`src/rtl/stopwatch_pkg.sv`:
```
`default_nettype none
// +--------------------------------------------------------------------+
// | Module : stopwatch_pkg                                              |
// | Brief  : Mode encodings shared with the timer, debounce default     |
// | Rev    : 1.0                                                        |
// +--------------------------------------------------------------------+
package stopwatch_pkg;

    typedef enum logic [1:0] {
        S_IDLE = 2'b00,
        S_RUN  = 2'b01,
        S_LAP  = 2'b10,
        S_STOP = 2'b11
    } sw_state_t;

    localparam int c_db_cycles = 3;

endpackage
`default_nettype wire

```
`src/rtl/btn_debounce.sv`:
```
`default_nettype none
// +--------------------------------------------------------------------+
// | Module : btn_debounce                                               |
// | Brief  : 2-flop synchroniser, stability counter, rising-edge pulse  |
// | Rev    : 1.0                                                        |
// +--------------------------------------------------------------------+
module btn_debounce
    import stopwatch_pkg::*;
#(
    parameter int DB_CYCLES = c_db_cycles
) (
    input  logic msclk,
    input  logic rst_n,
    input  logic btn,
    output logic pulse
);

    localparam logic [7:0] c_db_last = 8'(DB_CYCLES - 1);

    logic       r_sync1;
    logic       r_sync2;
    logic       r_level;
    logic [7:0] r_cnt;
    logic       r_pulse;

    always_ff @(posedge msclk or negedge rst_n) begin
        if (!rst_n) begin
            r_sync1 <= 1'b0;
            r_sync2 <= 1'b0;
            r_level <= 1'b0;
            r_cnt   <= 8'd0;
            r_pulse <= 1'b0;
        end else begin
            r_sync1 <= btn;
            r_sync2 <= r_sync1;
            r_pulse <= 1'b0;
            if (r_sync2 != r_level) begin
                // Accept the new level on the DB_CYCLES-th consecutive mismatch
                if (r_cnt == c_db_last) begin
                    r_level <= r_sync2;
                    r_cnt   <= 8'd0;
                    r_pulse <= r_sync2;
                end else begin
                    r_cnt <= r_cnt + 8'd1;
                end
            end else begin
                r_cnt <= 8'd0;
            end
        end
    end

    assign pulse = r_pulse;

endmodule
`default_nettype wire

```
`src/rtl/stopwatch_ctrl.sv`:
```
`default_nettype none
// +--------------------------------------------------------------------+
// | Module : stopwatch_ctrl                                             |
// | Brief  : Button debounce, mode FSM and lap-hold display registers   |
// | Rev    : 1.0                                                        |
// +--------------------------------------------------------------------+
module stopwatch_ctrl
    import stopwatch_pkg::*;
#(
    parameter int DB_CYCLES = c_db_cycles
) (
    input  logic       msclk,
    input  logic       rst_n,
    input  logic       btn_start,
    input  logic       btn_lap,
    input  logic [7:0] ms_in,
    input  logic [7:0] s_in,
    input  logic [7:0] m_in,
    output logic [1:0] state,
    output logic       running,
    output logic [7:0] disp_ms,
    output logic [7:0] disp_s,
    output logic [7:0] disp_m
);

    logic      w_start_p;
    logic      w_lap_p;
    sw_state_t r_state;
    logic [7:0] r_disp_ms;
    logic [7:0] r_disp_s;
    logic [7:0] r_disp_m;

    btn_debounce #(.DB_CYCLES(DB_CYCLES)) u_db_start (
        .msclk (msclk),
        .rst_n (rst_n),
        .btn   (btn_start),
        .pulse (w_start_p)
    );

    btn_debounce #(.DB_CYCLES(DB_CYCLES)) u_db_lap (
        .msclk (msclk),
        .rst_n (rst_n),
        .btn   (btn_lap),
        .pulse (w_lap_p)
    );

    always_ff @(posedge msclk or negedge rst_n) begin
        if (!rst_n) begin
            r_state   <= S_IDLE;
            r_disp_ms <= 8'd0;
            r_disp_s  <= 8'd0;
            r_disp_m  <= 8'd0;
        end else begin
            // Display freezes only while in LAP; the RUN->LAP edge itself captures
            if (r_state != S_LAP) begin
                r_disp_ms <= ms_in;
                r_disp_s  <= s_in;
                r_disp_m  <= m_in;
            end
            // start_p has priority over a coincident lap_p
            if (w_start_p) begin
                case (r_state)
                    S_IDLE:  r_state <= S_RUN;
                    S_RUN:   r_state <= S_STOP;
                    S_LAP:   r_state <= S_STOP;
                    default: r_state <= S_RUN;
                endcase
            end else if (w_lap_p) begin
                case (r_state)
                    S_RUN:   r_state <= S_LAP;
                    S_LAP:   r_state <= S_RUN;
                    S_STOP:  r_state <= S_IDLE;
                    default: r_state <= S_IDLE;
                endcase
            end
        end
    end

    assign state   = r_state;
    assign running = (r_state == S_RUN) || (r_state == S_LAP);
    assign disp_ms = r_disp_ms;
    assign disp_s  = r_disp_s;
    assign disp_m  = r_disp_m;

endmodule
`default_nettype wire
```
`config.mk`:
```
export PLATFORM = sky130hd
export DESIGN_NAME = stopwatch_ctrl
export DESIGN_NICKNAME = d
export VERILOG_FILES = /design/src/rtl/stopwatch_pkg.sv /design/src/rtl/btn_debounce.sv /design/src/rtl/stopwatch_ctrl.sv
export SDC_FILE = /design/constraint.sdc
export NUM_CORES = 1
export LEC_CHECK = 0
export CAP_MARGIN = 10
export CORE_MARGIN = 3
export CORE_UTILIZATION = 51
export CTS_CLUSTER_SIZE = 16
export DETAILED_ROUTE_END_ITERATION = 8
export PLACE_DENSITY_LB_ADDON = 0.25
export SLEW_MARGIN = 25
export SYNTH_ARGS = -nofsm -noshare
export SYNTH_HDL_FRONTEND = slang
export SYNTH_SLANG_ARGS = --single-unit
```
`constraint.sdc`:
```
create_clock -name msclk -period 4.6 [get_ports msclk]
set_clock_uncertainty 0.05 [all_clocks]
set_input_delay 0.92 -clock msclk [delete_from_list [all_inputs] [get_ports msclk]]
set_output_delay 0.92 -clock msclk [all_outputs]
set_load 0.03 [all_outputs]
```
## Yosys cells after proc, flatten, opt, wreduce, memory -nomap -nowiden

Cells that the tools add are included.

| storage, ports and cells | value |
|---|---|
| bits in registers | 50 |
| input bits | 28 |
| logic and storage cells | 40 |

| operators by class | value |
|---|---|
| $add $sub $neg | 2 |
| reduce and logical (&&, ||, !) cells | 5 |
| muxes and demuxes | 12 |
| eq/ne operators | 7 |

Operators with widths:

| operator | count |
|---|---|
| 2-to-1 mux 8 bit | 4 |
| adder 8 x 1 -> 8 bit, second input constant | 2 |
| equality test 8 x 2 -> 1 bit, second input constant | 2 |
| 2-to-1 mux 2 bit | 3 |
| 2-to-1 mux 1 bit | 4 |
| one-hot mux 2 bit (2 select lines) | 1 |
| AND reduction 2 bit | 2 |
| equality test 2 x 1 -> 1 bit, second input constant | 1 |
| equality test 2 bit, second input constant | 1 |
| != test 1 bit | 2 |
| != test 2 bit, second input constant | 1 |
| nonzero test 2 bit | 1 |
| OR reduction 2 bit | 1 |
| logical OR 1 bit | 1 |

## Longest topological paths before layout

Gate-level depths: netlist of run 1.

| depth | value |
|---|---|
| depth after elaboration | 4 |
| mapped depth | 5 |
| gate-level depth less buffers | 5 |

## Hierarchy

A second synthesis of run 1 with hierarchy kept.

| unflattened totals | value |
|---|---|
| cells, all modules | 156 |
| area, all modules | 2189.6 um^2 |

Modules (own cells, without submodules):

| module | area an instance (um^2) | cells an instance | times used | seq. area each (um^2) |
|---|---|---|---|---|
| stopwatch_ctrl | 1131.1 | 64 | 1 | 650.6 |
| btn_debounce | 529.3 | 46 | 2 | 300.3 |

## Worst setup path after synthesis of run 1

No wires, ideal clock.

| path | value |
|---|---|
| path type | register to output |
| from | register r_state[0], in the netlist state[0] |
| to | output running |
| data arrival time | 1.144 ns |
| cell stages (with the launch flop) | 4 |
| path buffers | 0 |
| path slack | 2.486 ns |
| cells stage by stage | dfrtp_1 > inv_1 > ha_1 > inv_1 |

| between the ends | value |
|---|---|
| word-level cells in the longest chain between the ends | 2 |
| elaborated cells on any way between the ends | 3 |
| classes of those cells | eq/ne (2); reduce/logical (1) |

Ends and longest elaborated chain:

| what | line | RTL |
|---|---|---|
| start, declared | stopwatch_ctrl.sv:28 | `sw_state_t r_state;` |
| start signal, assigned | stopwatch_ctrl.sv:49 | `r_state <= S_IDLE;` |
| start signal, assigned | stopwatch_ctrl.sv:63 | `S_IDLE: r_state <= S_RUN;` |
| start signal, assigned | stopwatch_ctrl.sv:64 | `S_RUN: r_state <= S_STOP;` |
| equality test 2 x 1 -> 1 bit or equality test 2 bit (tied branches) | stopwatch_ctrl.sv:80 | `assign running = (r_state == S_RUN) \|\| (r_state == S_LAP);` |
| logical OR 1 bit * | stopwatch_ctrl.sv:80 |  |
| end, declared | stopwatch_ctrl.sv:20 | `output logic running,` |

Mark *: on every way between the ends. The rest lies on a longest branch, timed or not.

## Final worst setup path of run 1

Ends and elaborated chain as after synthesis.

==> results of run 1 <==
-- cell families after synthesis --
family / Yosys count
DFF: 50
and+or+nand+nor: 38
muxes: 26
AOI/OAI and AO/OA: 17
buffers and inverters: 10
xor gates and xnor gates: 8
adders and majority gates: 7
-- sequential cells by signal, indices dropped and copies added, names as in the netlist, 2 cells and up --
| signal | cells |
|---|---|
| disp_m | 8 |
| disp_ms | 8 |
| disp_s | 8 |
| u_db_lap.r_cnt | 8 |
| u_db_start.r_cnt | 8 |
| state | 2 |
-- final timing paths --
path	end	slack, ns
max	running	1.80
min	u_db_start.r_sync2	0.31
max reg2reg	disp_ms[3]	2.97
min reg2reg	u_db_start.r_sync2	0.31
max in group asynchronous	disp_ms[1]	3.51
min in group asynchronous	u_db_lap.r_cnt[4]	0.59
-- layout make-up --
class | count | area [um2] | area share [%]
timing repair buffer | 54 | 538.0 | 19.49
clock buffer | 6 | 72.57 | 2.629
sequential | 50 | 1251 | 45.33
inverter | 7 | 26.28 | 0.9519
tap | 48 | 60.06 | 2.176
multi-input combinational | 96 | 774.5 | 28.06
clock inverter | 2 | 37.54 | 1.360
-- layer usage --
metal	share of wire (%)	GRT usage, %	vias to the layer above
met1	40	19.62	689
met4	0	3.617	0
met3	6.2	5.072	0
li1	-	-	651
met5	0	0	-
met2	54	30.40	49
-- synth_stat cells --
library cell	instances
xnor2_1	4
a21bo_2	1
xor2_1	4
mux2_4	1
nand4_2	1
nand4_1	1
o211a_1	1
or3_1	6
nand3_2	1
nor4b_2	2
dfrtp_1	50
o211ai_1	1
ha_1	7
buf_2	3
nor3b_1	2
nor3_1	2
o21ai_0	6
nand2_1	7
nor2_1	9
a21oi_1	7
mux2_2	25
and2_1	1
inv_1	7
nand3_1	6
a21o_1	1
-- where the power goes --
part / leakage, nW / internal, mW / switching (mW)
clock network: 0.0514 / 0.162 / 0.133
registers: 0.621 / 0.551 / 0.0789
logic: 0.498 / 0.323 / 0.368
total: 1.17 / 1.04 / 0.579
-- through the flow --
step / power (mW) / instances / hold slack (ns) / area, um2
2_1_floorplan: 1.056 / 156 / 0.2812 / 2064
3_3_place_gp: 1.300 / 255 / 0.2860 / 2645
3_5_place_dp: 1.334 / 255 / 0.2918 / 2645
4_1_cts: 1.632 / 263 / 0.3122 / 2755
5_1_grt: 1.706 / 263 / 0.3169 / 2760
6_report: 1.615 / 263 / 0.3081 / 2760
==> flow_metrics.py, run 1 <==
metrics = {
    "drt": {
        "vias": 1389,
        "drt_first_pass_iters": 4,
        "drc": 0,
        "vias_per_cell": 5.281,
        "wire_per_inst_um": 14.83,
        "routed_wl_mm": 3.901,
        "drt_iter0_markers": 83,
        "ant_nets": 0,
    },
    "cells_and_area": {
        "fillers": 249,
        "syn2layout_area_growth_pct": 33.70,
        "antenna_cells": 0,
        "drive_gt1_share_pct": 18.60,
        "layout_common_cells": "clkdlybuf4s50_1, dfrtp_1, mux2_2, nor2_1",
        "layout_commonest_cell": "clkdlybuf4s50_1",
        "final_util_pct": 73.19,
        "nNetsFinal": 249,
    },
    "sta": {
        "worst_pin_slew_ns": 0.6048,
        "max_freq_ghz": 0.3566,
        "tns_ns": 0,
        "finalHoldViolations": 0,
        "min_period_over_period_pct": 60.96,
        "finalSetupViolCount": 0,
        "rsz0062_at_grt": "no",
        "fin_crit_ns": 2.804,
        "slew_viol_final": 0,
        "worst_slack_ns": 1.796,
        "relSlewSlack_pct": 59.68,
    },
    "die": {
        "ios": 55,
        "die_area_mm2": 0.004848,
        "core_mm2": 0.003771,
        "rows": 22,
        "die_w_um": 69.63,
        "initial_core_util_pct": 54.74,
        "die_h_um": 69.63,
    },
    "clocking": {
        "hold_buffers": 0,
        "cts_buffers": 5,
        "cts_resized": 0,
        "clkSinkCount": 50,
        "cts_tree": "yes",
        "cts_max_path_buffers": 2,
        "post-cts-setup-buffers": 0,
        "clock_latency_ns": 0.29,
        "cts_max_level": 2,
        "cts_root_buf": "clkbuf_8",
        "clkTransAtPathRegs_ns": 0.09,
    },
    "critical_path": {
        "crit_family": "buffers and inverters",
        "cpMostUsedCell": "inv_1",
        "end_kind": "output port",
        "required_ns": 3.63,
        "crit_cells": 4,
        "crit_chain": "inv_1 > ha_2 > inv_1 > clkdlybuf4s50_1",
        "path_max_fanout": 3,
        "cp-startpoint": "state[0]",
        "r2r_start": "state[0]",
        "crit_slowest_cell": "clkdlybuf4s50_1",
        "slowest_delay_ns": 0.67,
        "startpoint_type": "flip-flop",
        "arrival_ns": 1.83,
        "ff2ff_path_depth": 3,
        "worstSetupPathType": "reg2out",
        "path_buf_inv": 3,
    },
    "global_route": {
        "grt_overflow": 0,
        "grt_pass1_wl_mm": 6.603,
        "grt_util_all_layers_pct": 16.80,
        "antenna_found_initial": 0,
        "grt_max_degree": 51,
        "grt_pass1_vias": 1440,
    },
    "logic_synthesis": {
        "ys_top_cells_by_area": "dfrtp_1, mux2_2, ha_1",
        "synth_top_family_by_area": "multiplexers",
        "synthMuxAreaShare_pct": 14.36,
        "synth_top_area_share_pct": 60.61,
        "syn-num-nets": 191,
        "synth_xor_area_share_pct": 3.394,
        "synth_warnings": 0,
        "yosys.area.top_type": "dfrtp_1",
        "synth-simple-area-share_pct": 10.55,
        "synth_compound_area_share_pct": 4.848,
        "synthAdderAreaFrac_pct": 4.242,
        "netlist_area_mm2": 0.002064,
        "synth_area_per_cell_um2": 13.23,
        "synthCells": 156,
        "ys_ff_latch": 50,
        "ys_seq_area_share_pct": 60.61,
        "synth_cell_type_count": 25,
    },
    "placement": {
        "globalplace.congestion": 0.8169,
        "dp_hpwl_mm": 2.900,
        "port_buffers": 54,
        "place_ws_ns": 2.110,
    },
    "min_path": {
        "holdCritPathClass": "reg2reg",
        "min_path_cells": 0,
        "holdCritStartpoint": "u_db_start.r_sync1",
    },
    "pwr": {
        "peakVddDrop_mv": 0.3571,
        "powerDensity_mw_per_mm2": 585.3,
        "leakage_nw": 1.170,
    },
    "outcome": {
        "status": "finished clean",
    },
    "flow_run": {
        "drv_cap": 0,
    },
}
(Power assumes the default switching activity.)
==> run 2, diff against run 1 <==
CORE_UTILIZATION = 48   (was 51)
clock period = 2.6 ns   (was 4.6 ns; I/O delays follow)
==> run 2 against run 1 <==
Net effect: register-to-register slack got worse by 1.9 ns; largest power group unchanged; via count rose by 1.0%; flip-flop and latch count did not move; power rose by 73%; clock power rose by 59%; clock-buffer cell count fell by 1; non-clock buffer count rose by 2.
==> flow_metrics.py, run 2 (same netlist as run 1, synthesis figures left out) <==
metrics = {
    "outcome": {
        "status": "finished clean",
    },
    "placement": {
        "place_area_mm2": 0.002663,
        "dp_hpwl_mm": 3.000,
        "placed_cells": 259,
        "port_buffers": 54,
        "globalplace.congestion": 0.7989,
    },
    "die": {
        "ios": 55,
        "die_w_um": 71.58,
        "initial_core_util_pct": 50.52,
        "die_area_mm2": 0.005124,
        "rows": 23,
        "core_mm2": 0.004086,
        "die_h_um": 71.58,
    },
    "drt": {
        "drc": 0,
        "vias": 1403,
        "ant_nets": 0,
        "drt_iter0_markers": 48,
        "drt_first_pass_iters": 4,
        "routed_wl_mm": 3.951,
        "wire_per_inst_um": 14.80,
        "vias_per_cell": 5.255,
    },
    "sta": {
        "slew_viol_final": 0,
        "finalSetupViolCount": 0,
        "rsz0062_at_grt": "no",
        "tns_ns": 0,
        "max_freq_ghz": 0.4232,
        "fin_crit_ns": 2.363,
        "worst_pin_slew_ns": 0.6143,
        "finalHoldViolations": 0,
        "min_period_over_period_pct": 90.88,
        "relSlewSlack_pct": 59.05,
    },
    "critical_path": {
        "startpoint_type": "flip-flop",
        "end_kind": "output port",
        "path_max_fanout": 3,
        "required_ns": 2.03,
        "r2r_setup_slack_ns": 1.08,
        "rr_endpoint": "u_db_start.r_level",
        "arrival_ns": 1.79,
        "worstSetupPathType": "reg2out",
        "r2r_start": "u_db_start.r_cnt[0]",
        "ff2ff_path_depth": 5,
    },
    "clocking": {
        "cts_root_buf": "clkbuf_8",
        "cts_max_level": 2,
        "cts_resized": 0,
        "clkSinkCount": 50,
        "cts_tree": "yes",
        "clkTransAtPathRegs_ns": 0.10,
        "clock_latency_ns": 0.31,
        "cts_max_path_buffers": 2,
        "post-cts-setup-buffers": 0,
        "hold_buffers": 0,
        "cts_buffers": 5,
    },
    "pwr": {
        "peakVddDrop_mv": 0.5854,
        "leakage_nw": 1.179,
        "powerDensity_mw_per_mm2": 1013,
        "totalPowerFinal_mw": 2.796,
    },
    "global_route": {
        "grt_overflow": 0,
        "grt_max_degree": 51,
        "grt_pass1_wl_mm": 6.913,
        "grt_pass1_vias": 1502,
        "grt_util_all_layers_pct": 17.44,
        "antenna_found_initial": 0,
    },
    "cells_and_area": {
        "layout_common_cells": "clkdlybuf4s50_1, dfrtp_1, mux2_2, nor2_1",
        "final_cells": 267,
        "syn2layout_area_growth_pct": 33.70,
        "antenna_cells": 0,
        "drive_gt1_share_pct": 19.35,
        "nNetsFinal": 251,
        "final_util_pct": 67.54,
        "layout_commonest_cell": "clkdlybuf4s50_1",
        "design_area_mm2": 0.002760,
    },
    "flow_run": {
        "drv_cap": 0,
    },
    "min_path": {
        "holdCritPathClass": "in2async",
    },
}
==> run 2: final cells by class <==
cell class	count	area, um2
Tap cell	50	62.56
Timing Repair Buffer	56	550.5
Multi-Input combinational cell	96	772.0
Sequential cell	50	1251
Fill cell	307	1326
Inverter	7	26.28
Clock inverter	3	28.78
Clock buffer	5	68.82
==> run 2: worst max-delay path, cell delays in order (launching register included) <==
cell	delay, ns
dfrtp_1	0.38
inv_1	0.09
ha_1	0.31
inv_1	0.06
clkdlybuf4s50_1	0.66
==> run 2: routing by layer <==
metal  vias to the layer above  share of wire (%)  global-route usage (%)
met5                         -                  0                       0
met4                         0                2.5                   8.768
met3                         8                5.2                   4.208
met2                        37                 52                   29.39
met1                       696                 40                   20.82
li1                        662                  -                       -
==> run 2: how the worst max path moves through the flow <==
stage	start	endpoint	slack [ns]	cells past startpoint
floorplan	state[0]	running	0.89	3
global placement	state[0]	running	0.61	4
detailed placement	state[0]	running	0.55	4
CTS	state[0]	running	0.21	4
global route	state[0]	running	0.15	4
finish	state[0]	running	0.24	4
==> run 2: per-stage QoR <==
stage | setup WS [ns] | hold slack [ns]
after floorplan | 0.8860 | 0.1744
after global placement | 0.6057 | 0.2825
after detailed placement | 0.5481 | 0.2933
after CTS | 0.2107 | 0.2672
after global routing | 0.1487 | 0.2932
final | 0.2371 | 0.2529
==> run 2: report_power, final <==
group | switching [mW] | internal, mW | leakage, nW
Clock | 0.270 | 0.199 | 0.0502
Combinational | 0.638 | 0.570 | 0.508
Sequential | 0.144 | 0.974 | 0.621
Total | 1.05 | 1.74 | 1.18
==> run 3, diff against run 2 <==
CAP_MARGIN = 30   (was 10)
==> results of run 3 <==
No change in the layout: final DEF, timing and power equal those of run 2.
